**src/rtl/pulse_event_logger.sv**
```systemverilog
// Pulse event logger: edge-detects pulse_in, stamps each event with a free-running cycle counter
// and queues the stamps in a first-word-fall-through FIFO. Define PULSE_LOG_DELTA_EN to store deltas.
module pulse_event_logger #(
  parameter int unsigned TS_W   = 16,
  parameter int unsigned DEPTH  = 8,
  parameter int unsigned DROP_W = 8
) (
  input  logic                   clk,
  input  logic                   rst_n,
  input  logic                   pulse_in,
  output logic                   ev_valid,
  input  logic                   ev_ready,
  output logic [TS_W-1:0]        ev_data,
  output logic [$clog2(DEPTH):0] level,
  output logic                   overflow,
  output logic [DROP_W-1:0]      drop_cnt,
  input  logic                   clr_ovf
);

  localparam int unsigned PtrW = $clog2(DEPTH);
  localparam int unsigned LvlW = PtrW + 1;
  localparam logic [LvlW-1:0] LevelFull = LvlW'(DEPTH);

  logic [TS_W-1:0]   ts_q;
  logic              pulse_prev_q;
  logic [TS_W-1:0]   mem_q [DEPTH];
  logic [PtrW-1:0]   wr_ptr_q, rd_ptr_q;
  logic [LvlW-1:0]   level_q, level_d;
  logic              overflow_q, overflow_d;
  logic [DROP_W-1:0] drop_cnt_q, drop_cnt_d;
  logic [TS_W-1:0]   push_val;
  logic              ev, full, pop, push, drop;

  assign ev   = pulse_in & ~pulse_prev_q;
  assign full = (level_q == LevelFull);
  assign pop  = ev_valid & ev_ready;
  // A pop in the same cycle frees the slot, so a full FIFO still accepts the push.
  assign push = ev & (~full | pop);
  assign drop = ev & full & ~pop;

`ifdef PULSE_LOG_DELTA_EN
  logic [TS_W-1:0] last_ts_q;

  assign push_val = ts_q - last_ts_q;

  // Updated on dropped events too, so deltas reflect true pulse spacing.
  always_ff @(posedge clk or negedge rst_n) begin
    if (!rst_n) begin
      last_ts_q <= '0;
    end else if (ev) begin
      last_ts_q <= ts_q;
    end
  end
`else
  assign push_val = ts_q;
`endif

  always_comb begin
    level_d = level_q;
    if (push && !pop) begin
      level_d = level_q + LvlW'(1);
    end else if (pop && !push) begin
      level_d = level_q - LvlW'(1);
    end
  end

  always_comb begin
    overflow_d = overflow_q;
    drop_cnt_d = drop_cnt_q;
    if (clr_ovf) begin
      overflow_d = 1'b0;
      drop_cnt_d = DROP_W'(drop);
    end else if (drop) begin
      overflow_d = 1'b1;
      if (drop_cnt_q != '1) begin
        drop_cnt_d = drop_cnt_q + DROP_W'(1);
      end
    end
  end

  always_ff @(posedge clk or negedge rst_n) begin
    if (!rst_n) begin
      ts_q         <= '0;
      pulse_prev_q <= 1'b0;
      wr_ptr_q     <= '0;
      rd_ptr_q     <= '0;
      level_q      <= '0;
      overflow_q   <= 1'b0;
      drop_cnt_q   <= '0;
    end else begin
      ts_q         <= ts_q + TS_W'(1);
      pulse_prev_q <= pulse_in;
      level_q      <= level_d;
      overflow_q   <= overflow_d;
      drop_cnt_q   <= drop_cnt_d;
      if (push) begin
        wr_ptr_q <= wr_ptr_q + PtrW'(1);
      end
      if (pop) begin
        rd_ptr_q <= rd_ptr_q + PtrW'(1);
      end
    end
  end

  always_ff @(posedge clk or negedge rst_n) begin
    if (!rst_n) begin
      mem_q <= '{default: '0};
    end else if (push) begin
      mem_q[wr_ptr_q] <= push_val;
    end
  end

  assign ev_valid = (level_q != '0);
  assign ev_data  = mem_q[rd_ptr_q];
  assign level    = level_q;
  assign overflow = overflow_q;
  assign drop_cnt = drop_cnt_q;

endmodule

```
**config.mk**
```make
export PLATFORM = sky130hd
export DESIGN_NAME = pulse_event_logger
export DESIGN_NICKNAME = d
export VERILOG_FILES = /design/src/rtl/pulse_event_logger.sv
export SDC_FILE = /design/constraint.sdc
export NUM_CORES = 1
export LEC_CHECK = 0
export BUFFER_PORTS_ARGS = -buffer_cell sky130_fd_sc_hd__buf_2
export CAP_MARGIN = 10
export CELL_PAD_IN_SITES_DETAIL_PLACEMENT = 0
export CELL_PAD_IN_SITES_GLOBAL_PLACEMENT = 2
export CORE_UTILIZATION = 35
export CTS_BUF_LIST = sky130_fd_sc_hd__clkbuf_2
export DETAILED_ROUTE_END_ITERATION = 7
export PLACE_DENSITY_LB_ADDON = 0.1
export REMOVE_ABC_BUFFERS = 1
export SLEW_MARGIN = 20
export SYNTH_ARGS = -nofsm -noshare
export SYNTH_HDL_FRONTEND = slang
export SYNTH_SLANG_ARGS = --single-unit
```
**constraint.sdc**
```tcl
create_clock -name clk -period 4 [get_ports clk]
set_input_delay 0.2 -clock clk [delete_from_list [all_inputs] [get_ports clk]]
set_output_delay 0.2 -clock clk [all_outputs]
set_load 0.02 [all_outputs]
```
# Yosys cells after proc, flatten, opt, wreduce, memory -nomap -nowiden
# Index checks and enable logic that the tools add are counted.
# word_totals
input_bits	5
word_cells	60
output_inout_bits	30
reg_bits	164
# op_classes
bitwise	11
magnitude_cmp	3
eq_ne	2
reduce_logical	10
muxes	13
add_sub_neg	6
# op_table
cell	n
$bwmux 128	1
$bmux 16 s3	1
$demux 16 s3	1
$mux 16	3
$mux 8	3
$add 16x1->16 const B	1
$add 8x1->8 const B	1
$ge 4x4->1 const B	2
$mux 4	2
$ne 8x8->1 const B	1
$not 3->4	2
$add 3x1->3 const B	2
$reduce_bool 2->1	3
$and 1x1->1	5
$add 4x1->4 const B	1
$eq 4x4->1 const B	1
$lt 4x1->1 const B	1
$reduce_bool 4->1	1
$sub 4x1->4 const B	1
$logic_and 1x1->1	3
$not 1->1	3
$logic_not 1->1	2
$mux 1	2
$reduce_and 2->1	1
$or 1x1->1	1

# Depth between registers and ports, before layout
# logic_depth
depth_word	8
depth_mapped	10
depth_no_buf	10

# Worst setup path before layout
# Ideal clock, no wire load.
# synth_timing
path_kind	register to register
start	reg level_q[1], in the netlist level[1]
end	reg level_q[3], in the netlist level[3]
arrival_time_ns	2.547
n_path_buf	0
setup_slack_ns	1.317
setup_time_ns	0.136
stages_incl_launch_ff	10
path_cell_list	dfrtp_1 -> nor3_2 -> or2b_1 -> nand2_1 -> ha_1 -> inv_1 -> ha_1 -> a21o_2 -> a2111oi_0 -> o31ai_1
# synth_via
elab_chain_cells	7
word_cells_on_any_way	15
classes_between	2 x add/sub; 1 x eq/ne; 2 x mux; 4 x bitwise; 6 x reduce/logical
# synth_rtl
item	line_no	source
start: declaration	28	logic [LvlW-1:0] level_q, level_d;
start signal: assignment	93	level_q <= level_d;
$reduce_bool 4->1 (*)	113	assign ev_valid = (level_q != '0);
named net ev_valid	11	output logic ev_valid,
$and 1x1->1 (*)	36	assign pop = ev_valid & ev_ready;
$or 1x1->1	38	assign push = ev & (~full | pop);
$and 1x1->1	38	
$logic_not 1->1	62	end else if (pop && !push) begin
$logic_and 1x1->1	62	
$reduce_bool 2->1 (no source line)	-	
# The timed path passes the listed nets; every way through them passes the cells marked *. The select of a mux whose other input is x is not followed.
# A chain may end at the register's enable or synchronous reset.

# Worst setup path in the final report
# layout_timing
start	reg rd_ptr_q[0]
end	out ev_data[9]
# layout_via
elab_chain_cells	4
# layout_rtl
item	line_no	source
start: declaration	27	logic [PtrW-1:0] wr_ptr_q, rd_ptr_q;
start signal: assignment	100	rd_ptr_q <= rd_ptr_q + PtrW'(1);
$not 3->4 (implied by the code)	114	assign ev_data = mem_q[rd_ptr_q];
$bmux 16 s3	114	
$mux 16 (implied by the code) (2 in series)	114	
end: declaration	13	output logic [TS_W-1:0] ev_data,
# No other way between the ends. The select of a mux whose other input is x is not followed.

==> flow_summary.ini <==
[synthesis]
yosysWarnings = 0
synth_area_leaders = dfrtp_1 (53%), mux2_2 (19%), mux4_2 (9.4%)
synth_ff_type = dfrtp_1
async_flop_share = 1.00
synth-edff-count = 0
syn_area_per_cell_um2 = 15.0
syn_area_mm2 = 0.00769
synth_seq_area_share = 0.534
syn_inst = 512
synth.largest_area_cell = dfrtp_1
ys_seq_elements = 164
synth_top_area_share = 0.534
ys_types = 47

[floorplan]
die_area_mm2 = 0.0226
die_y_um = 150
start_util = 0.361
dieWidth_um = 150
io_pins = 35
placementRows = 53
design.core.area_mm2 = 0.0213

[worst_setup_path]
critPathKind = flip-flop to primary output
crit_path_cell_trace = buf_12 > mux4_2 > mux2_2 > buf_2
crit_required_ns = 3.80
end_kind = primary output
cp_slowest_stage_delay_ns = 0.74
arrival_ns = 2.75
cp-start-kind = flip-flop
cp_max_fo = 22
worst-r2r-cell-count = 9
cpMaxStageDelayCell = dfrtp_2

[clock_tree]
cts_tree = done
clock_path_buffers = 2
clock_tree.root_cell = clkbuf_2
cts_buffers = 17
postCtsSetupBuffers = 0
clk_pin_slew_ns = 0.22
clkSinkCount = 164
clk_latency_ns = 0.69
htree_num_levels = 4

[final_layout]
final_util = 0.396
nets = 547
final_cells = 822
drive_gt1_frac = 0.485
fillerInstances = 1989
syn2layout_area_growth_pct = 9.52

[route]
vias = 4210
dr.pass1.iters = 4
dr.first_iter.drc_count = 160
wl_per_cell_um = 19.8
drc = 0
antenna_left = 0
drt_wl_total_um = 16300
viasPerCell = 5.12

[timing]
post-route-min-period_ns = 2.95
tightest_slew_ns = 0.889
hold-worst-slack_ns = 0.147
report.final.slew_viol_count = 0
relSlewSlack = 0.407
fin_crit_sh = 0.737
hold_violations = 0
finalSetupTns_ns = 0
rsz0062_at_grt = false
finalSetupViolCount = 0
final.setup.worst_slack_ns = 1.05
fmax_ghz = 0.339
finalClockSkew_ns = 0.0370

[run_status]
outcome = finished, final reports clean

[grt]
antenna_found_initial = 1
grt_pass1_wl_um = 26400
grt_pass1_vias = 4380
grt_start_max_net_pins = 107
grt_remaining_overflow = 0
grt_usage = 0.159

[power]
ir_drop_mv = 0.316
powerDensity_mw_per_mm2 = 565
leakagePower_uw = 0.00388

[placed_design]
post-place-cells = 785
globalplace.congestion = 0.698
pre_cts_ws_ns = 1.28
hpwl_um = 9460
io_buffers = 34

[hold_path]
min_path_type = input pin to asynchronous set/reset pin

[job]
drv_cap = 0
## power breakdown
group          internal [µW]  switching (µW)
Sequential              1940             279
Combinational            797             668
Clock                    471             593
## flip-flops by register name, indices dropped and copies added (netlist names)
signal,count
rd_ptr_q,3
overflow,1
pulse_prev_q,1
push_val,16
drop_cnt,8
mem_q,128
level,4
wr_ptr_q,3
## layout by cell type, fill, tap and decap left out, types with 2 or more instances in the layout
cell / synthesis / layout
dfrtp_1: 164 / 163
mux2_2: 127 / 127
buf_2: 10 / 33
mux4_2: 32 / 32
mux2_4: 20 / 20
clkbuf_2: 1 / 18
nand2_1: 15 / 15
xnor2_1: 15 / 15
nand3_1: 10 / 10
a21oi_1: 8 / 8
inv_1: 7 / 7
ha_1: 7 / 7
or4_1: 6 / 6
nor3_1: 6 / 5
xor2_1: 5 / 5
nor2_1: 5 / 5
bufinv_16: 0 / 5
dlygate4sd3_1: 0 / 5
buf_4: 3 / 5
nand4_1: 4 / 4
o31ai_1: 4 / 4
clkinvlp_4: 0 / 4
o21ai_0: 3 / 3
o41ai_1: 3 / 3
buf_12: 2 / 3
and3_1: 2 / 2
nor3_2: 1 / 2
and4b_1: 2 / 2
nor3b_1: 2 / 2
nand2_2: 2 / 2
and4_2: 2 / 2
clkinv_2: 0 / 2
## path summary, 6_finish.rpt
path                       slack (ns)           end         from
min reg2reg                      0.51      overflow     overflow
max reg2reg                      1.24      level[3]     level[1]
min                              0.15   drop_cnt[4]        rst_n
max                              1.05    ev_data[9]  rd_ptr_q[0]
max in group asynchronous        2.96     mem_q[83]        rst_n
min in group clk                 0.18  pulse_prev_q     pulse_in
## synth_stat cells, types with 3 or more instances
cell type,count
a21oi_1,8
buf_1,5
buf_2,10
buf_4,3
buf_6,3
clkbuf_1,20
dfrtp_1,164
ha_1,7
inv_1,7
mux2_2,127
mux2_4,20
mux4_2,32
nand2_1,15
nand3_1,10
nand4_1,4
nor2_1,5
nor3_1,6
o21ai_0,3
o31ai_1,4
o41ai_1,3
or4_1,6
xnor2_1,15
xor2_1,5
## layout make-up
| class | instances | area (µm²) | area share |
|---|---|---|---|
| inverters | 7 | 26.3 | 0.00312 |
| clock inverters | 13 | 208 | 0.0247 |
| diodes | 1 | 2.50 | 0.000297 |
| flip-flops and latches | 164 | 4110 | 0.488 |
| well taps | 275 | 344 | 0.0409 |
| repair buffers | 47 | 327 | 0.0388 |
| multi-input cells | 297 | 3320 | 0.394 |
| clock buffers | 18 | 90.1 | 0.0107 |
## kinds of logic (layout without fill, tap and decap cells)
family | count (synthesis) | in the layout | share of synthesized area
DFF | 164 | 164 | 0.534
AOI/OAI and AO/OA | 24 | 24 | 0.0221
other | 0 | 1 | 0
muxes | 180 | 180 | 0.320
xor gates and xnor gates | 20 | 20 | 0.0228
adders and majority gates | 8 | 8 | 0.0140
buffers and inverters | 51 | 85 | 0.0353
and+or+nand+nor | 65 | 65 | 0.0518
## per-stage QoR
step / total power, µW / area (µm²)
6_report: 4750 / 8420
5_1_grt: 5050 / 8420
4_1_cts: 4850 / 8410
3_5_place_dp: 3760 / 8060
3_3_place_gp: 3720 / 8060
2_1_floorplan: 3250 / 7440
## layer usage
layer  vias to the layer above  global-route usage  wire [µm]
met5                         -                   0          0
met4                         0              0.0364        156
met3                         9              0.0345        340
met2                        40               0.258       7990
met1                      2247               0.218       7790
li1                       1914                   -          -
## what timing repair did
item | 4_1_cts | 5_1_grt
hold buffers | 5 | 0
resized for setup | 0 | 0
hold endpoints to repair | 120 | 0
setup endpoints to repair | 0 | 0
## worst max-delay path, delay by kind of cell (launching register included)
family	cells	cell delay, ns
buffers and inverters	2	0.45
muxes	2	0.84
DFF	1	0.74
(Power assumes the default switching activity.)
